### src/rtl/rom_sprite_blit.sv
// rom_sprite_blit: overlays a ROM-stored RGB565 sprite on the VGA background stream.
// Two-stage pipeline: stage 1 does the hit test and ROM address; stage 2 aligns
// the hit flag and background with the synchronous ROM output. pix_data_out for
// a pixel appears two clocks after its pix_x/pix_y/bg_data.
// Ports:
//   vga_clk, sys_rst_n      pixel clock, async active-low reset
//   pix_x, pix_y, bg_data   requested pixel and its background colour
//   pos_x, pos_y, scale,    sprite placement, captured by cfg_load into a pending
//   mirror, cfg_load        set and made active at the end of the visible frame
//   key_en, key_color       colour-key transparency
//   anim_en                 automatic animation frame advance
//   rom_addr, rom_rden      registered ROM request
//   rom_data                ROM word, one cycle after the request
//   pix_data_out            composited colour
module rom_sprite_blit #(
  parameter int H_VALID  = 640,
  parameter int V_VALID  = 480,
  parameter int PIC_W    = 100,
  parameter int PIC_H    = 100,
  parameter int FRAMES   = 4,
  parameter int ADDR_W   = 16,
  parameter int ANIM_DIV = 8
) (
  input  logic              vga_clk,
  input  logic              sys_rst_n,
  input  logic [9:0]        pix_x,
  input  logic [9:0]        pix_y,
  input  logic [15:0]       bg_data,
  input  logic [9:0]        pos_x,
  input  logic [9:0]        pos_y,
  input  logic [1:0]        scale,
  input  logic              mirror,
  input  logic              key_en,
  input  logic [15:0]       key_color,
  input  logic              anim_en,
  input  logic              cfg_load,
  output logic [ADDR_W-1:0] rom_addr,
  output logic              rom_rden,
  input  logic [15:0]       rom_data,
  output logic [15:0]       pix_data_out
);

  localparam int STAGES = 2;
  localparam int FIDX_W = (FRAMES > 1) ? $clog2(FRAMES) : 1;
  localparam int ACNT_W = (ANIM_DIV > 1) ? $clog2(ANIM_DIV) : 1;
  localparam logic [ADDR_W-1:0] FRAME_SZ = ADDR_W'(PIC_W * PIC_H);
  localparam logic [ADDR_W-1:0] ROW_SZ   = ADDR_W'(PIC_W);

  typedef struct packed {
    logic [9:0] pos_x;
    logic [9:0] pos_y;
    logic [1:0] scale;
    logic       mirror;
  } cfg_t;

  cfg_t cfg_in, cfg_pend, cfg_act;
  logic commit;

  assign cfg_in = {pos_x, pos_y, scale, mirror};
  // Last visible pixel of the frame: the only point the active set may change.
  assign commit = (pix_x == 10'(H_VALID - 1)) && (pix_y == 10'(V_VALID - 1));

  always_ff @(posedge vga_clk or negedge sys_rst_n) begin
    if (!sys_rst_n) begin
      cfg_pend <= '0;
      cfg_act  <= '0;
    end else begin
      if (cfg_load) cfg_pend <= cfg_in;
      // A load on the commit cycle bypasses the pending register.
      if (commit) cfg_act <= cfg_load ? cfg_in : cfg_pend;
    end
  end

  // Animation: frame_idx steps once every ANIM_DIV commits while enabled.
  logic [FIDX_W-1:0] frame_idx;
  logic [ACNT_W-1:0] anim_cnt;

  always_ff @(posedge vga_clk or negedge sys_rst_n) begin
    if (!sys_rst_n) begin
      frame_idx <= '0;
      anim_cnt  <= '0;
    end else if (commit && anim_en) begin
      if (anim_cnt == ACNT_W'(ANIM_DIV - 1)) begin
        anim_cnt  <= '0;
        frame_idx <= (frame_idx == FIDX_W'(FRAMES - 1)) ? '0 : frame_idx + FIDX_W'(1);
      end else begin
        anim_cnt <= anim_cnt + ACNT_W'(1);
      end
    end
  end

  // Hit test and texel coordinates, all 11-bit so the sum pos+size never wraps.
  logic [1:0]  sft;
  logic [10:0] dx, dy, sw, sh, col_raw, col, row;
  logic        hit;

  always_comb begin
    case (cfg_act.scale)
      2'd0:    sft = 2'd0;
      2'd1:    sft = 2'd1;
      default: sft = 2'd2;
    endcase
  end

  assign dx      = {1'b0, pix_x} - {1'b0, cfg_act.pos_x};
  assign dy      = {1'b0, pix_y} - {1'b0, cfg_act.pos_y};
  assign sw      = 11'(PIC_W) << sft;
  assign sh      = 11'(PIC_H) << sft;
  assign col_raw = dx >> sft;
  assign row     = dy >> sft;
  assign col     = cfg_act.mirror ? (11'(PIC_W - 1) - col_raw) : col_raw;

  assign hit = (pix_x >= cfg_act.pos_x) && (dx < sw) &&
               (pix_y >= cfg_act.pos_y) && (dy < sh) &&
               ({1'b0, pix_x} < 11'(H_VALID)) && ({1'b0, pix_y} < 11'(V_VALID));

  // vld_pipe[n] is the hit flag after n register stages.
  logic [STAGES:1] vld_pipe;
  logic [15:0]     bg_d1, bg_d2;

  always_ff @(posedge vga_clk or negedge sys_rst_n) begin
    if (!sys_rst_n) begin
      vld_pipe <= '0;
      bg_d1    <= '0;
      bg_d2    <= '0;
      rom_addr <= '0;
    end else begin
      vld_pipe <= {vld_pipe[STAGES-1:1], hit};
      bg_d1    <= bg_data;
      bg_d2    <= bg_d1;
      // Address holds on misses so the ROM bus stays quiet outside the sprite.
      if (hit)
        rom_addr <= ADDR_W'(frame_idx) * FRAME_SZ + ADDR_W'(row) * ROW_SZ + ADDR_W'(col);
    end
  end

  assign rom_rden = vld_pipe[1];

  logic keyed;
  assign keyed        = key_en && (rom_data == key_color);
  assign pix_data_out = (vld_pipe[2] && !keyed) ? rom_data : bg_d2;

endmodule

### config.mk
export PLATFORM = sky130hd
export DESIGN_NAME = rom_sprite_blit
export DESIGN_NICKNAME = d
export VERILOG_FILES = /design/src/rtl/rom_sprite_blit.sv
export SDC_FILE = /design/constraint.sdc
export NUM_CORES = 1
export LEC_CHECK = 0
export BUFFER_PORTS_ARGS = -buffer_cell sky130_fd_sc_hd__buf_4
export CORE_MARGIN = 4
export CORE_UTILIZATION = 45
export CTS_CLUSTER_SIZE = 14
export DETAILED_ROUTE_END_ITERATION = 8
export PLACE_DENSITY_LB_ADDON = 0.15
export RECOVER_POWER = 25
export SYNTH_ARGS = -nofsm -noshare
export SYNTH_HDL_FRONTEND = slang
export SYNTH_SLANG_ARGS = --single-unit
### constraint.sdc
create_clock -name vga_clk -period 15.2 [get_ports vga_clk]
set_input_delay 3.04 -clock vga_clk [delete_from_list [all_inputs] [get_ports vga_clk]]
set_output_delay 3.04 -clock vga_clk [all_outputs]
set_load 0.005 [all_outputs]
After elaboration in Yosys (flattened, before gate mapping)
Cells that the tools add are included.
{"block": "totals", "ff_bits": 101, "input_bits": 96, "out_inout_bits": 33}
{"block": "classes", "addsub": 7, "n_mul": 2, "n_lt_le_gt_ge": 6, "n_eq_ne": 6, "n_shift": 3, "mux": 6, "n_reduce_logical": 12}
{"operator": "$mux W23", "n": 1}
{"operator": "$lt A11 B11 Y1", "n": 2}
{"operator": "$shr A11 B2 Y11", "n": 2}
{"operator": "$sub A10 B10 Y11", "n": 2}
{"operator": "$ge A10 B10 Y1", "n": 2}
{"operator": "$add A16 B11 Y16", "n": 1}
{"operator": "$add A16 B16 Y16", "n": 1}
{"operator": "$eq A16 B16 Y1", "n": 1}
{"operator": "$mux W16", "n": 1}
{"operator": "$mul A11 B5 Y14 const B", "n": 1}
{"operator": "$mul A2 B10 Y12 const B", "n": 1}
{"operator": "$mux W11", "n": 1}
{"operator": "$shl A7 B2 Y11 const A", "n": 1}
{"operator": "$sub A7 B11 Y11 const A", "n": 1}
{"operator": "$eq A10 B10 Y1 const B", "n": 1}
{"operator": "$eq A10 B9 Y1 const B", "n": 1}
{"operator": "$lt A10 B10 Y1 const B", "n": 1}
{"operator": "$lt A10 B9 Y1 const B", "n": 1}
{"operator": "$logic_and A1 B1 Y1", "n": 9}
{"operator": "$pmux W2 S2", "n": 1}
{"operator": "$add A3 B1 Y3 const B", "n": 1}
{"operator": "$eq A3 B3 Y1 const B", "n": 1}
{"operator": "$mux W3", "n": 1}
{"operator": "$add A2 B1 Y2 const B", "n": 1}
{"operator": "other kinds (6)", "n": 6}

Longest topological paths before layout
Gate-level depths: netlist of the first run.
{"block": "logic_depth", "depth_word": 9, "ltp_mapped": 31, "ltp_nobuf": 31}

Worst setup path before layout of the first run
No wires, ideal clock.
{"block": "synth_timing", "kind": "input to register", "from": "input port pix_y[0]", "to": "register rom_addr[15]", "setup_ps": 125, "arrival_time_ps": 8512, "slack_ps": 6563, "cell_stages": 31, "path_buffers": 0, "cell_sequence": "inv_1 ha_1 inv_1 fa_1 a21o_1 a21oi_1 xor2_1 nor2_1 a21oi_1 o21ai_1 ha_1 ha_1 inv_1 fa_1 inv_1 ha_1 inv_1 nor2_1 o21ai_0 a21boi_0 o21a_1 nor2_1 xnor2_1 ha_1 ha_1 and3_1 a211oi_1 o21bai_1 a21oi_1 xnor2_1 mux2_2"}
{"block": "synth_via", "elab_chain_cells": 5, "word_cells_on_any_way": 12, "cone_classes": "3 x add/sub; 1 x mul; 3 x order compare; 1 x shift; 4 x reduce/logical"}
{"element": "start: declaration", "line_no": "27", "text": "input logic [9:0] pix_y,"}
{"element": "$sub A10 B10 Y11 or $ge A10 B10 Y1 (tied branches)", "line_no": "106, 114"}
{"element": "$shr A11 B2 Y11, or another cell as far along", "line_no": "110", "text": "assign row = dy >> sft;"}
{"element": "$mul A11 B5 Y14 or $logic_and A1 B1 Y1 (tied branches)", "line_no": "133, 114"}
{"element": "$add A16 B16 Y16 or $logic_and A1 B1 Y1 (tied branches)", "line_no": "133, 114"}
{"element": "$add A16 B11 Y16 or $logic_and A1 B1 Y1 (tied branches)", "line_no": "133, 115"}
{"element": "end signal: assignment", "line_no": "133", "text": "rom_addr <= ADDR_W'(frame_idx) * FRAME_SZ + ADDR_W'(row) * ROW_SZ + ADDR_W'(col);"}
{"element": "end: declaration", "line_no": "37", "text": "output logic [ADDR_W-1:0] rom_addr,"}
Parallel ways exist; a longest one is shown, timed or not.
A chain may end at the register's enable or synchronous reset.

Worst setup path after layout of the first run
Same ends and word-level chain as after synthesis.

==> metrics.md, run 1 <==
| Metric | Value |
|---|---|
| Max stage delay on crit path | `0.49 ns` |
| Setup tns final | `0 ns` |
| Count of state elements after synthesis | `101` |
| Die area | `0.0187 mm²` |
| Residual DRC | `0` |
| Power per cell area | `116 mW/mm²` |
| Syn_area_per_cell | `10.4 µm²` |
| Number of global-route vias before repair | `5,754` |
| Commonest non-fill, non-tap cell in the layout | `buf_4` |
| Clk_lat worst skew | `0.36 ns` |
| Post_cts resized | `0` |
| Slew Limit Fails | `44` |
| Crit path launch type | `input port` |
| Worst slew pin tran | `2.24 ns` |
| Clk_skew | `0.00830 ns` |
| Starting density of the core | `46.3%` |
| Data required, critical path | `15.45 ns` |
| Max-cap viol count | `1` |
| Final hold violation count | `0` |
| Bufs on Longest Clock Path | `2` |
| R2R cell count | `25` |
| Vias per cell | `5.23` |
| Placed inst area | `0.00862 mm²` |
| Status | `finished with violations` |
| Most frequent cells in the layout | `buf_4, dfrtp_1, ha_1` |
| Total wire length | `16,200 µm` |
| Drt wl/cell | `15.3 µm` |
| Clock Root Buffer | `clkbuf_16` |
| YS warnings | `0` |
| Share of post-route cells with drive strength above 1 | `28.6%` |
| Cells after Synth | `716` |
| Crit share post-route | `59.2%` |
| Period minus WS final | `9.00 ns` |
| Crit path top cell by count | `ha_1` |
| Total clock sinks | `101` |
| Crit path DAT | `9.25 ns` |
| Worst min path class | `flop to flop` |
| Port bufs | `128` |
| GRT Util Overall | `18.0%` |
| CORE AREA | `0.0161 mm²` |
| Failing checks | `capacitance limit, slew limit` |
| Cell Rows | `46` |
| Clock transition at path regs | `0.08 ns` |
| Total number of vias | `5,556` |
| Hold depth | `0` |
| Post-Syn Area | `0.00744 mm²` |
| Final ANT Viol Nets | `0` |
| Worst hold slack | `0.347 ns` |
| Hold buffers post-CTS | `0` |
| Chip width | `137 µm` |
| Pre-antenna DRT Iters | `4` |
| Largest net degree at the start of global routing | `60` |
| H-tree depth | `3` |
| Die Span Y | `137 µm` |
| Final net count | `1,044` |
| Ys async rst share | `100%` |
| Max stage delay cell, worst path | `fa_1` |
| Unrepaired setup endpoints after global routing | `false` |
| Slew headroom | `-49.4%` |
| Total Power | `0.00104 W` |
| Crit. End Element | `flop` |
| Antenna violations before repair | `0` |
| Overall overflow remaining after global route | `0` |
| Post-CTS Repair Setup Buffers | `0` |
| P&R area growth vs syn | `20.1%` |
| IO Count | `129` |
| Crit-path max FO | `5` |
| N_diodes | `0` |
| P_leak | `4.37 nW` |
| Post-synth EDFFs | `0` |
| CTS Buf Count | `9` |
| GP Congestion | `0.871` |
| First-pass GRT wire length | `27,200 µm` |
| Final HPWL DP | `13,200 µm` |
| Max VDD drop | `0.0000715 V` |
| Register area share after synthesis | `34.0%` |
| Unique masters post-synth | `71` |
| Ys flop type | `dfrtp_1` |
| Kind of critical path | `input port to flop` |
| Initial DRC count | `226` |
| Fmax | `111 MHz` |
| Setup Viol. Count Final | `0` |
| Post-route cell area | `0.00893 mm²` |
| CTS tree | `yes` |
| Util after Layout | `55.6%` |
==> routing by layer <==
layer	GRT usage, %	up-vias	wire length (µm)
met5	0	-	0
li1	-	2777	-
met3	3.31	20	835
met1	23.3	2617	7370
met4	6.44	0	306
met2	30.3	142	7730
==> power breakdown <==
part	internal (W)	switching, W	total [W]
Sequential	0.000298	0.0000141	0.000312
Clock	0.000119	0.000118	0.000237
Combinational	0.000251	0.000239	0.000490
Total	0.000668	0.000371	0.00104
==> flip-flops by register name, summed over array words and instances, names as in the netlist <==
name	flops
cfg_pend	23
vld_pipe	2
rom_addr	16
anim_cnt	3
bg_d2	16
frame_idx	2
cfg_act	23
bg_d1	16
==> path summary, 6_finish.rpt <==
| check | start | endpoint | slack [ns] |
|---|---|---|---|
| max | pix_y[0] | rom_addr[15] | 6.20 |
| min | bg_d1[15] | bg_d2[15] | 0.35 |
| max reg2reg | cfg_act[1] | rom_addr[15] | 8.42 |
| min reg2reg | bg_d1[15] | bg_d2[15] | 0.35 |
| max in group asynchronous | sys_rst_n | bg_d1[11] | 10.15 |
| min in group asynchronous | sys_rst_n | cfg_pend[10] | 3.34 |
==> through the flow <==
stage,setup WS (ns),cells
finish,6.20,1063
global route,5.73,1063
CTS,6.23,1063
detailed placement,5.83,1047
global placement,6.08,1047
floorplan,6.56,717
==> final cells by class <==
type | count | area, µm²
fillers | 1428 | 7130
multi-input cells | 526 | 4570
flip-flops and latches | 101 | 2530
repair buffers | 131 | 980
inverters | 73 | 274
well taps | 216 | 270
clock buffers | 9 | 225
clock inverters | 7 | 86.3
==> worst max-delay path: cells and delay by family <==
family | cells | cell delay (ns)
adder cells (fa/ha/maj) | 8 | 2.59
AO/OA/AOI/OAI | 10 | 1.94
XOR/XNOR | 3 | 0.55
AND/OR/NAND/NOR | 4 | 0.45
buffers and inverters | 6 | 0.41
multiplexers | 1 | 0.25
==> kinds of logic (layout without fill, tap and decap cells) <==
family | Yosys count | count (layout) | share of synthesized area, %
compound gates | 141 | 141 | 12.4
xor+xnor | 61 | 61 | 7.37
fa+ha+maj | 106 | 106 | 19.2
buf+inv | 90 | 220 | 4.66
flops | 101 | 101 | 34.0
mux | 84 | 84 | 13.1
other cells | 1 | 2 | 0.0504
simple gates | 132 | 132 | 9.17
==> synthesized netlist by cell type (9+ instances only) <==
master	instances	area, µm²
nand2_1	35	131
inv_1	71	267
nor2_1	34	128
a21oi_1	44	220
clkbuf_1	11	41.3
dfrtp_1	101	2530
a21o_1	10	75.1
xnor2_1	35	307
xor2_1	25	219
mux2_2	73	822
nor3_1	12	60.1
mux2_4	9	135
ha_1	92	1150
o21ai_0	23	115
fa_1	14	280
Note: power is estimated with default switching activity, not from simulation.
==> run 2, diff against run 1 <==
- ABC_AREA: default -> 1
- clock period: 15.2 -> 8.2 ns (I/O delays scaled with it)
==> metrics.md, run 2 <==
| Metric | Value |
|---|---|
| Status | `finished with violations` |
| Failing checks | `capacitance limit, slew limit` |
| Initial DRC count | `225 (-0.44%)` |
| Crit-path max FO | `5 (unchanged)` |
| Antenna violations before repair | `0 (unchanged)` |
| Total wire length | `18,100 µm (+11%)` |
| Util after Layout | `55.2% (-0.43 points)` |
| Vias per cell | `4.87 (-6.9%)` |
| GRT Util Overall | `19.2% (+1.1 points)` |
| Unique masters post-synth | `49 (-31%)` |
| Max stage delay cell, worst path | `fa_1` |
| Residual DRC | `0 (unchanged)` |
| Final ANT Viol Nets | `0 (unchanged)` |
| Most frequent cells in the layout | `nand2_1, inv_1, buf_4` |
| P_leak | `5.02 nW (+15%)` |
| Crit share post-route | `86.9%` |
| Clock transition at path regs | `0.07 ns (about the same)` |
| Syn_area_per_cell | `7.75 µm² (-25%)` |
| Cell Rows | `47 (+2.2%)` |
| Post-CTS Repair Setup Buffers | `0 (unchanged)` |
| IO Count | `129 (unchanged)` |
| YS warnings | `0 (unchanged)` |
| Total clock sinks | `101 (unchanged)` |
| Max-cap viol count | `1 (unchanged)` |
| Largest delay share family, worst path | `adder cells` |
| Crit path launch type | `input port` |
| Register area share after synthesis | `32.4% (-1.5 points)` |
| Commonest non-fill, non-tap cell in the layout | `nand2_1` |
| CTS tree | `yes` |
| Clock Root Buffer | `clkbuf_16` |
| Worst Path Buf+Inv | `5 (-1)` |
| Top flop regs | `cfg_act: 23 flops, cfg_pend: 23 flops` |
| Starting density of the core | `46.5% (+0.18 points)` |
| Area contributors post-synth | `dfrtp_1, ha_1, nand2_1` |
| Setup Viol. Count Final | `0 (unchanged)` |
| Fmax | `140 MHz` |
| Crit. End Element | `flop` |
| Final hold violation count | `0 (unchanged)` |
| Count of state elements after synthesis | `101 (unchanged)` |
| Slew Limit Fails | `31 (-30%)` |
| Chip width | `140 µm (+2.2%)` |
| Setup tns final | `0 ns (unchanged)` |
| Ys async rst share | `100% (unchanged)` |
| Total number of vias | `6,575 (+18%)` |
| H-tree depth | `3 (unchanged)` |
| Overall overflow remaining after global route | `0 (unchanged)` |
| Clk_skew | `0.0141 ns (+0.00579 ns)` |
| Unrepaired setup endpoints after global routing | `false` |
| Post-Syn Area | `0.00779 mm² (+4.8%)` |
| Ys flop type | `dfrtp_1` |
| Bufs on Longest Clock Path | `2 (unchanged)` |
| Period minus WS final | `7.12 ns` |
| Top cell type by total area after synthesis | `dfrtp_1` |
| N_diodes | `0 (unchanged)` |
| Drt wl/cell | `13.4 µm (-13%)` |
| Post_cts resized | `0 (unchanged)` |
| Most common cell in the netlist | `nand2_1` |
| Pre-antenna DRT Iters | `5 (+1)` |
| Worst min path class | `flop to flop` |
| Crit path top cell by count | `ha_1` |
| Cells after Synth | `1,005 (+40%)` |
| Share of the synthesized area in the top cell type | `32.4% (-1.5 points)` |
| First-pass GRT wire length | `31,000 µm (+14%)` |
| Clk_lat worst skew | `0.36 ns (about the same)` |
| GP Congestion | `0.883 (+1.5%)` |
| P&R area growth vs syn | `18.7%` |
| Power per cell area | `183 mW/mm² (+57%)` |
| CTS Buf Count | `9 (unchanged)` |
| Largest net degree at the start of global routing | `73 (+22%)` |
| Max stage delay on crit path | `0.50 ns (about the same)` |
| Die Span Y | `140 µm (+2.2%)` |
| Number of global-route vias before repair | `6,422 (+12%)` |
| Die area | `0.0195 mm² (+4.5%)` |
| Hold buffers post-CTS | `0 (unchanged)` |
| Commonest cells in the netlist | `nand2_1, inv_1, dfrtp_1` |
| Kind of critical path | `input port to flop` |
| Worst slew pin tran | `1.61 ns (-0.633 ns)` |
| Crit path DAT | `7.35 ns (-1.90 ns)` |
| Slew headroom | `-7.25% (+42 points)` |
| CORE AREA | `0.0168 mm² (+4.4%)` |
| Port bufs | `128 (unchanged)` |
| Data required, critical path | `8.43 ns (-7.02 ns)` |
| Final net count | `1,329 (+27%)` |
| Final HPWL DP | `14,800 µm (+12%)` |
| Max VDD drop | `0.0000971 V (+36%)` |
| Share of post-route cells with drive strength above 1 | `16.8% (-12 points)` |
| Post-synth EDFFs | `0 (unchanged)` |
[run 2: metrics by stage]
step                worst slack (ns)  total power (W)  instances  hold slack [ns]  instance area, µm²
finish                          1.08          0.00169       1351            0.346                9250
detailed placement             0.713          0.00127       1336            0.335                8960
global placement               0.856          0.00127       1336            0.332                8960
global route                   0.497          0.00185       1351            0.357                9250
CTS                             1.07          0.00172       1351            0.350                9250
floorplan                       1.31          0.00110       1006            0.331                7800
[run 2: final timing paths]
check                                 from      endpoint  slack (ns)  cells after the start
worst max-delay path              pix_y[0]  rom_addr[12]        1.08                     30
worst max register to register  cfg_act[3]  rom_addr[12]        2.14                     28
worst min-delay path              bg_d1[1]      bg_d2[1]        0.35                      0
worst min register to register    bg_d1[1]      bg_d2[1]        0.35                      0
max in group asynchronous        sys_rst_n   rom_addr[4]        4.84                      2
min in group asynchronous        sys_rst_n  cfg_pend[21]        1.68                      1
[run 2: cell families after synthesis]
kind of cell / synth area share, %
compound gates: 12.1
xor+xnor: 4.94
fa+ha+maj: 18.4
buf+inv: 8.67
flops: 32.4
other cells: 0.0481
simple gates: 23.5
[run 2: report_power, final]
part           total [W]  internal, W  switching, W
Sequential      0.000520     0.000516    0.00000438
Combinational   0.000741     0.000318      0.000424
Clock           0.000433     0.000244      0.000189
Total            0.00169      0.00108      0.000617
[run 2: final cells by class]
class | instances | area [µm²]
fill | 1653 | 7510
multi-input combinational | 732 | 4600
sequential | 101 | 2530
timing repair buffer | 132 | 987
inverter | 151 | 567
tap | 220 | 275
clock buffer | 10 | 239
clock inverter | 5 | 57.6
[run 2: per-layer routing]
layer / vias up / track usage (%) / wire [µm]
met1: 2933 / 26.7 / 8900
met3: 20 / 3.64 / 788
met2: 135 / 31.3 / 8130
met4: 0 / 4.03 / 240
li1: 3487 / - / -
met5: - / 0 / 0
[run 2: worst register-to-register path, delay by kind of cell (launching register included)]
family | cells | cell delay [ns]
and+or+nand+nor | 4 | 0.33
DFF | 1 | 0.39
xor gates and xnor gates | 3 | 0.59
adders and majority gates | 8 | 2.89
buffers and inverters | 3 | 0.17
AOI/OAI and AO/OA | 10 | 1.55
